$ cat config.mk
export PLATFORM = sky130hd
export DESIGN_NAME = neighbor_list_walker
export DESIGN_NICKNAME = d
export VERILOG_FILES = /design/src/rtl/neighbor_list_walker_pkg.sv /design/src/rtl/nlw_sync_fifo.sv /design/src/rtl/neighbor_list_walker.sv
export SDC_FILE = /design/constraint.sdc
export NUM_CORES = 1
export LEC_CHECK = 0
export BUFFER_PORTS_ARGS = -buffer_cell sky130_fd_sc_hd__buf_2
export CORE_UTILIZATION = 44
export DETAILED_ROUTE_END_ITERATION = 8
export SETUP_SLACK_MARGIN = 0.4
export SYNTH_ARGS = -nofsm -noshare
export SYNTH_HDL_FRONTEND = slang
export SYNTH_HIERARCHICAL = 1
export SYNTH_SLANG_ARGS = --single-unit
$ cat constraint.sdc
create_clock -name clk -period 4.65 [get_ports clk]
set_input_delay 0.2325 -clock clk [delete_from_list [all_inputs] [get_ports clk]]
set_output_delay 0.2325 -clock clk [all_outputs]
set_load 0.02 [all_outputs]
$ cat src/rtl/neighbor_list_walker_pkg.sv
// Shared types and widths for the neighbour-list walker.
// Holds the record layout coming from the neighbour-info controller and the
// record layout handed to the edge-PE dispatch stage, plus the width constants
// every file in this slice is built from.
package neighbor_list_walker_pkg;

   localparam int INFO_W      = 16;               // PTR_W + CNT_W
   localparam int PTR_W       = 10;               // Neighbor-ID SRAM address width
   localparam int CNT_W       = 6;                // up to 63 neighbours per node
   localparam int ID_W        = 8;                // neighbour node-ID width
   localparam int Num_Edge_PE = 4;
   localparam int TAG_W       = $clog2(Num_Edge_PE);

   // Controller output record.
   typedef struct packed {
      logic              valid;
      logic [INFO_W-1:0] addr;
      logic [TAG_W-1:0]  PE_tag;
   } neighbor_info_rec_t;

   // Dispatch-side output record.
   typedef struct packed {
      logic             valid;
      logic [ID_W-1:0]  id;
      logic [TAG_W-1:0] PE_tag;
      logic             last;
   } neighbor_id_out_t;

   // Upper field of the info word is the start pointer.
   function automatic logic [PTR_W-1:0] info_ptr(input logic [INFO_W-1:0] a);
      return a[INFO_W-1:CNT_W];
   endfunction

   // Lower field of the info word is the neighbour count.
   function automatic logic [CNT_W-1:0] info_cnt(input logic [INFO_W-1:0] a);
      return a[CNT_W-1:0];
   endfunction

endpackage

$ cat src/rtl/nlw_sync_fifo.sv
// Small synchronous FIFO with occupancy count, almost-full flag and a sticky
// overflow flag.
// Ports:
//   clk, reset      clock, asynchronous active-low reset
//   wr_en, wr_data  push (dropped when completely full; sets overflow)
//   rd_en, rd_data  pop (ignored when empty); rd_data is the head, show-ahead
//   count           registered occupancy, 0..DEPTH
//   almost_full     count >= AF_LEVEL
//   overflow        sticky, set by a push into a full FIFO
module nlw_sync_fifo #(
   parameter int DEPTH    = 4,   // power of two, >= 2
   parameter int WIDTH    = 8,
   parameter int AF_LEVEL = 2
) (
   input  logic                   clk,
   input  logic                   reset,
   input  logic                   wr_en,
   input  logic [WIDTH-1:0]       wr_data,
   input  logic                   rd_en,
   output logic [WIDTH-1:0]       rd_data,
   output logic [$clog2(DEPTH):0] count,
   output logic                   almost_full,
   output logic                   overflow
);

   localparam int            AW       = $clog2(DEPTH);
   localparam logic [AW:0]   FULL_CNT = (AW+1)'(DEPTH);
   localparam logic [AW:0]   AF_CNT   = (AW+1)'(AF_LEVEL);

   logic [WIDTH-1:0] mem [DEPTH];
   logic [AW-1:0]    wr_ptr, rd_ptr;
   logic             wr_ok, rd_ok;

   // A full FIFO drops the push even if a pop happens in the same cycle.
   assign wr_ok       = wr_en && (count != FULL_CNT);
   assign rd_ok       = rd_en && (count != '0);
   assign rd_data     = mem[rd_ptr];
   assign almost_full = (count >= AF_CNT);

   always_ff @(posedge clk) begin
      if (wr_ok) mem[wr_ptr] <= wr_data;
   end

   always_ff @(posedge clk or negedge reset) begin
      if (!reset) begin
         wr_ptr   <= '0;
         rd_ptr   <= '0;
         count    <= '0;
         overflow <= 1'b0;
      end else begin
         if (wr_ok) wr_ptr <= wr_ptr + 1'b1;
         if (rd_ok) rd_ptr <= rd_ptr + 1'b1;
         case ({wr_ok, rd_ok})
            2'b10:   count <= count + 1'b1;
            2'b01:   count <= count - 1'b1;
            default: ;
         endcase
         if (wr_en && !wr_ok) overflow <= 1'b1;
      end
   end

endmodule

$ cat src/rtl/neighbor_list_walker.sv
// Neighbour-list walker.
// Buffers {addr, PE_tag} records from the neighbour-info controller, decodes
// each into {start pointer, count}, reads the Neighbor-ID SRAM once per
// neighbour and streams the IDs (tagged, with a last marker) over valid/ready.
// Ports:
//   clk, reset                      clock, asynchronous active-low reset
//   in_valid, in_addr, in_PE_tag    record from the controller (no ready)
//   fifo_full                       almost-full back to the controller
//   sram_CEN, sram_WEN, sram_A      SRAM read port (CEN active-low, WEN tied 1)
//   sram_Q                          SRAM data, one cycle after CEN=0
//   out_valid, out_ready            dispatch handshake
//   out_neighbor_id, out_PE_tag     neighbour ID and originating Edge-PE tag
//   out_last                        final ID of the list
//   busy                            FIFO non-empty or walk in progress
//   overflow                        sticky: record arrived with FIFO full
module neighbor_list_walker
   import neighbor_list_walker_pkg::*;
#(
   parameter int DEPTH = 4,
   parameter int SKID  = 2
) (
   input  logic              clk,
   input  logic              reset,
   input  logic              in_valid,
   input  logic [INFO_W-1:0] in_addr,
   input  logic [TAG_W-1:0]  in_PE_tag,
   output logic              fifo_full,
   output logic              sram_CEN,
   output logic              sram_WEN,
   output logic [PTR_W-1:0]  sram_A,
   input  logic [ID_W-1:0]   sram_Q,
   output logic              out_valid,
   input  logic              out_ready,
   output logic [ID_W-1:0]   out_neighbor_id,
   output logic [TAG_W-1:0]  out_PE_tag,
   output logic              out_last,
   output logic              busy,
   output logic              overflow
);

   localparam int FW = INFO_W + TAG_W;

   localparam logic [1:0] IDLE    = 2'd0;
   localparam logic [1:0] READ    = 2'd1;
   localparam logic [1:0] CAPTURE = 2'd2;
   localparam logic [1:0] HOLD    = 2'd3;

   neighbor_info_rec_t      in_rec;
   neighbor_id_out_t        out_q;
   logic [FW-1:0]           f_data;
   logic [$clog2(DEPTH):0]  f_count;
   logic                    f_empty;
   logic [INFO_W-1:0]       f_addr;
   logic [TAG_W-1:0]        f_tag;

   logic [1:0]              state;
   logic [PTR_W-1:0]        ptr;
   logic [CNT_W-1:0]        rem;
   logic [TAG_W-1:0]        tag;
   logic [PTR_W-1:0]        a_q;
   logic                    pop, advance;

   assign in_rec = '{valid: in_valid, addr: in_addr, PE_tag: in_PE_tag};

   nlw_sync_fifo #(
      .DEPTH    (DEPTH),
      .WIDTH    (FW),
      .AF_LEVEL (DEPTH - SKID)
   ) u_fifo (
      .clk         (clk),
      .reset       (reset),
      .wr_en       (in_rec.valid),
      .wr_data     ({in_rec.addr, in_rec.PE_tag}),
      .rd_en       (pop),
      .rd_data     (f_data),
      .count       (f_count),
      .almost_full (fifo_full),
      .overflow    (overflow)
   );

   assign f_empty = (f_count == '0);
   assign f_addr  = f_data[FW-1:TAG_W];
   assign f_tag   = f_data[TAG_W-1:0];

   assign pop     = (state == IDLE) && !f_empty;
   // Accepting a non-final ID issues the next read in the same cycle so that
   // the walk sustains one ID every two cycles.
   assign advance = (state == HOLD) && out_ready && !out_q.last;

   assign sram_WEN = 1'b1;
   assign sram_CEN = !((state == READ) || advance);
   always_comb begin
      sram_A = a_q;
      if (state == READ) sram_A = ptr;
      else if (advance)  sram_A = ptr + 1'b1;
   end

   assign out_valid       = out_q.valid;
   assign out_neighbor_id = out_q.id;
   assign out_PE_tag      = out_q.PE_tag;
   assign out_last        = out_q.last;
   assign busy            = !f_empty || (state != IDLE);

   always_ff @(posedge clk or negedge reset) begin
      if (!reset) begin
         state <= IDLE;
         ptr   <= '0;
         rem   <= '0;
         tag   <= '0;
         a_q   <= '0;
         out_q <= '0;
      end else begin
         a_q <= sram_A;  // address bus holds its last value between reads
         case (state)
            IDLE: begin
               if (pop) begin
                  ptr <= info_ptr(f_addr);
                  rem <= info_cnt(f_addr);
                  tag <= f_tag;
                  // Zero-count entries are consumed without any SRAM access.
                  if (info_cnt(f_addr) != '0) state <= READ;
               end
            end
            READ: state <= CAPTURE;
            CAPTURE: begin
               out_q <= '{valid: 1'b1, id: sram_Q, PE_tag: tag,
                          last: (rem == CNT_W'(1))};
               state <= HOLD;
            end
            HOLD: begin
               if (out_ready) begin
                  out_q.valid <= 1'b0;
                  out_q.last  <= 1'b0;
                  if (out_q.last) begin
                     state <= IDLE;
                  end else begin
                     ptr   <= ptr + 1'b1;
                     rem   <= rem - 1'b1;
                     state <= CAPTURE;
                  end
               end
            end
            default: state <= IDLE;
         endcase
      end
   end

endmodule

==> Implementation_results.wiki <==
{| class="wikitable"
! Metric !! Value
|-
| Result of the run || finished clean
|-
| Drt first-iter violations || 204
|-
| Static leakage || 2.35 nW
|-
| Fin. Hold Viols || 0
|-
| Final max-slew violation count || 0
|-
| Detailed-routing iteration count for the pre-antenna-repair pass || 5
|-
| Vias in the first global route || 3029
|-
| CP delay by family, top || flip-flops
|-
| Total negative slack || 0 ps
|-
| Initial antenna violation count || 0
|-
| Reg2reg setup slack || 2000 ps
|-
| Pin count of the biggest net entering global routing || 51
|-
| Cell types with the highest counts after synthesis || sky130_fd_sc_hd__edfxtp_1 (72), sky130_fd_sc_hd__dfrtp_1 (50), sky130_fd_sc_hd__nand2_1 (23), sky130_fd_sc_hd__o21ai_0 (19), sky130_fd_sc_hd__mux4_2 (18)
|-
| Timing-limited maximum frequency || between 300 and 400 MHz
|-
| Number of register bits inferred by synthesis || roughly 120
|-
| Most used standard cell by instance count after synthesis || sky130_fd_sc_hd__edfxtp_1
|-
| Slew of the pin with the lowest slew margin || roughly 1000 ps
|-
| Average instance area after synthesis || 15.0 sq um
|-
| Die Outline Area || approximately 0.012 sq mm
|-
| Effective utilization at floorplan || 45.2%
|-
| Worst EP arrival || 2920 ps
|-
| Cell taking the most area after synthesis || sky130_fd_sc_hd__edfxtp_1
|-
| Total inserted antenna cells || 0
|-
| Residual DRC count || 0
|-
| Number of warnings reported in the yosys synthesis log || 6
|-
| Crit end category || flop
|-
| Final routed wirelength across all metal layers || 9320 um
|-
| Worst slew slack as a fraction of its limit || between 30% and 40%
|-
| Antenna violation net count after detailed routing || 0
|-
| Setup violation total in the final timing report || 0
|-
| Chain of cells forming the critical path || buf_4 -> mux4_2 -> or4_1 -> o41ai_1 -> o22ai_1
|-
| Worst Setup Start Kind || flop
|-
| Max-cap check violation count || 0
|-
| Area inside the core boundary || 0.0115 sq mm
|-
| Source-to-sink clock delay at the later pin of the worst-skew pair || 410 ps
|-
| TritonCTS clock tree || yes
|-
| Largest cells by area after synthesis || sky130_fd_sc_hd__edfxtp_1 (42%), sky130_fd_sc_hd__dfrtp_1 (24%), sky130_fd_sc_hd__mux4_2 (7.8%)
|-
| NumNets Final || ~440
|-
| # rows || 39
|-
| Num CTS Buffers || 17
|-
| Clock root buffer master || sky130_fd_sc_hd__clkbuf_16
|-
| Pwr Density || 688 mW/mm^2
|-
| Die Wd || 111 um
|-
| Cell at the slowest stage of the critical path || sky130_fd_sc_hd__dfrtp_1
|-
| Fraction of layout instances using a drive strength above 1 || approximately 30%
|-
| EDFF count, synth || 72
|-
| Post-layout minimum cycle time || around 2700 ps
|-
| Vias post-DR || 3016
|-
| Detailed-placement wirelength estimate || 6080 um
|-
| Top-area cell type share of the netlist area || 41.7%
|-
| Area growth syn-to-layout || 17.6%
|-
| CP peak stage delay || 670 ps
|-
| Max Root-Sink Buffers || 2
|-
| Number of library cell types mapped by synthesis || 53
|-
| Fin Clk Skew || 10.6 ps
|-
| Total global routing overflow || 0
|-
| Post-cts hold buffer count || 1
|-
| IR Drop Worst-Case VDD || 0.000465 V
|-
| Highest net fanout along the worst path || 11
|-
| Port Buf Inserts || 55
|-
| Most used flip-flop cell after synthesis || sky130_fd_sc_hd__edfxtp_1
|-
| Count of clock tree sinks || 122
|-
| # resized after CTS || 0
|-
| Cell count after synthesis || between 300 and 400
|-
| Detailed-route wire length per cell || between 15 and 20 um
|-
| Wire length of the first global-routing pass || between 15000 and 20000 um
|-
| Share of the clock period used by the worst path || a little under three fifths
|-
| Post-Synthesis Net Count || 385
|-
| Clk pin slew, worst setup/hold paths || roughly 60 ps
|-
| Y dimension of the die || 111 um
|-
| Worst setup path category || reg2reg
|-
| HP Class || in2reg
|-
| Seq/Total Area, Yosys || 65.8%
|-
| Buf/Inv on CP || 1
|-
| Asr flop ratio synth || 41.0%
|-
| Final weighted congestion of routability-driven global placement || ~0.77
|-
| Number of top-level design ports || 57
|-
| Total Routing Usage GR || 16.6%
|-
| Required time worst endpoint || 4920 ps
|-
| Netlist area before placement || 0.00518 sq mm
|-
| Maximum level of the CTS H-tree || 4
|-
| Total power || 4.20 mW
|-
| Routed vias/inst || about 5.4
|-
| Postcts setup bufs || 0
|-
| Setup repair after global routing missed its margin || no
|}
-- final timing paths --
| kind | from | to | cells past startpoint |
|---|---|---|---|
| min reg2reg | u_fifo/overflow$_DFFE_PN0P_ | u_fifo/overflow$_DFFE_PN0P_ | 1 |
| min in group asynchronous | reset | out_neighbor_id[4]$_DFFE_PN0P_ | 3 |
| min | in_addr[15] | u_fifo/mem[3][17]$_DFFE_PP_ | 1 |
| max in group asynchronous | reset | ptr[0]$_DFFE_PN0P_ | 3 |
| max | u_fifo/rd_ptr[0]$_DFFE_PN0P_ | state[0]$_DFFE_PN0P_ | 5 |
| max reg2reg | u_fifo/rd_ptr[0]$_DFFE_PN0P_ | state[0]$_DFFE_PN0P_ | 5 |
-- kinds of logic (layout without fill, tap and decap cells) --
| group | Yosys count | count (layout) | share of synthesized area (%) |
|---|---|---|---|
| buffers and inverters | 32 | 103 | 3.04 |
| XOR/XNOR | 8 | 8 | 1.35 |
| adder cells (fa/ha/maj) | 9 | 9 | 2.32 |
| other | 1 | 1 | 0.0723 |
| flip-flops | 122 | 122 | 65.8 |
| multiplexers | 35 | 35 | 11.6 |
| AND/OR/NAND/NOR | 72 | 72 | 7.29 |
| AO/OA/AOI/OAI | 67 | 67 | 8.50 |
-- metrics by stage --
stage	hold WS (ps)	area, sq um	util (%)	cells	setup WS [ps]
final	36.2	6090	53.1	560	2000
after global placement	392	5540	48.3	527	1970
after detailed placement	387	5540	48.3	527	1960
after global routing	24.9	6090	53.1	560	1810
after floorplan	-63.1	5180	-	346	2420
after CTS	24.5	6090	53.1	560	1950
-- flip-flops by register name, indices dropped and copies added (netlist names) --
name and cells:
tag 2, state 2, out_last 1, ptr 10, u_fifo/count 3, out_neighbor_id 8, out_valid 1, out_PE_tag 2
a_q 10, u_fifo/wr_ptr 2, u_fifo/mem 72, u_fifo/overflow 1, u_fifo/rd_ptr 2, rem 6
-- per-layer routing --
metal	vias to the layer above	GRT usage, %	part of all wire [%]
met5	-	0	0
met4	0	5.51	0.65
met3	4	5.65	4.5
met2	80	25.2	47
met1	1489	22.4	48
li1	1443	-	-
-- worst register-to-register path: stages, from the launching register on --
cell,delay [ps]
sky130_fd_sc_hd__dfrtp_1,670
sky130_fd_sc_hd__buf_4,350
sky130_fd_sc_hd__mux4_2,550
sky130_fd_sc_hd__or4_1,550
sky130_fd_sc_hd__o41ai_1,270
sky130_fd_sc_hd__o22ai_1,130
-- cell type report --
cell class                      instances  area [sq um]
Timing Repair Buffer                   58           300
Tap cell                              143           179
Inverter                               13          48.8
Multi-Input combinational cell        192          1610
Sequential cell                       122          3410
Clock buffer                           21           440
Clock inverter                         11           100
Fill cell                             963          5370
-- power breakdown --
part / switching, mW / leakage, nW / total, mW / internal (mW)
logic: 0.729 / 0.852 / 1.28 / 0.552
registers: 0.229 / 1.25 / 1.73 / 1.50
clock network: 0.456 / 0.251 / 1.19 / 0.733
total: 1.41 / 2.35 / 4.20 / 2.78
-- placed cells by master, fill, tap and decap left out, types with 2 or more instances in the layout --
cell type | synthesis | layout
sky130_fd_sc_hd__clkinvlp_4 | 0 | 4
sky130_fd_sc_hd__and4_1 | 2 | 2
sky130_fd_sc_hd__nand3_1 | 11 | 11
sky130_fd_sc_hd__a211oi_1 | 2 | 2
sky130_fd_sc_hd__mux4_2 | 18 | 18
sky130_fd_sc_hd__a221o_1 | 3 | 3
sky130_fd_sc_hd__o311ai_0 | 4 | 4
sky130_fd_sc_hd__mux2_2 | 13 | 13
sky130_fd_sc_hd__a2bb2oi_1 | 3 | 3
sky130_fd_sc_hd__clkinv_4 | 0 | 2
sky130_fd_sc_hd__xnor2_1 | 3 | 3
sky130_fd_sc_hd__a31oi_1 | 4 | 4
sky130_fd_sc_hd__and2_1 | 2 | 2
sky130_fd_sc_hd__buf_4 | 3 | 2
sky130_fd_sc_hd__nor2_1 | 11 | 11
sky130_fd_sc_hd__nor3_1 | 4 | 4
sky130_fd_sc_hd__mux2i_1 | 2 | 2
sky130_fd_sc_hd__edfxtp_1 | 72 | 72
sky130_fd_sc_hd__o211ai_1 | 3 | 3
sky130_fd_sc_hd__o21ai_0 | 19 | 19
sky130_fd_sc_hd__o22ai_1 | 4 | 4
sky130_fd_sc_hd__clkbuf_1 | 5 | 4
sky130_fd_sc_hd__nand2_1 | 23 | 23
sky130_fd_sc_hd__a21oi_1 | 13 | 13
sky130_fd_sc_hd__dfrtp_1 | 50 | 50
sky130_fd_sc_hd__inv_1 | 13 | 13
sky130_fd_sc_hd__xor2_1 | 5 | 5
sky130_fd_sc_hd__buf_2 | 9 | 55
sky130_fd_sc_hd__ha_1 | 8 | 8
sky130_fd_sc_hd__nor2b_1 | 2 | 2
sky130_fd_sc_hd__and3_2 | 4 | 4
sky130_fd_sc_hd__clkbuf_16 | 0 | 17
sky130_fd_sc_hd__clkinv_2 | 0 | 2
sky130_fd_sc_hd__a22oi_1 | 5 | 5
sky130_fd_sc_hd__nor3b_1 | 3 | 3
Note: power is estimated with default switching activity, not from simulation.
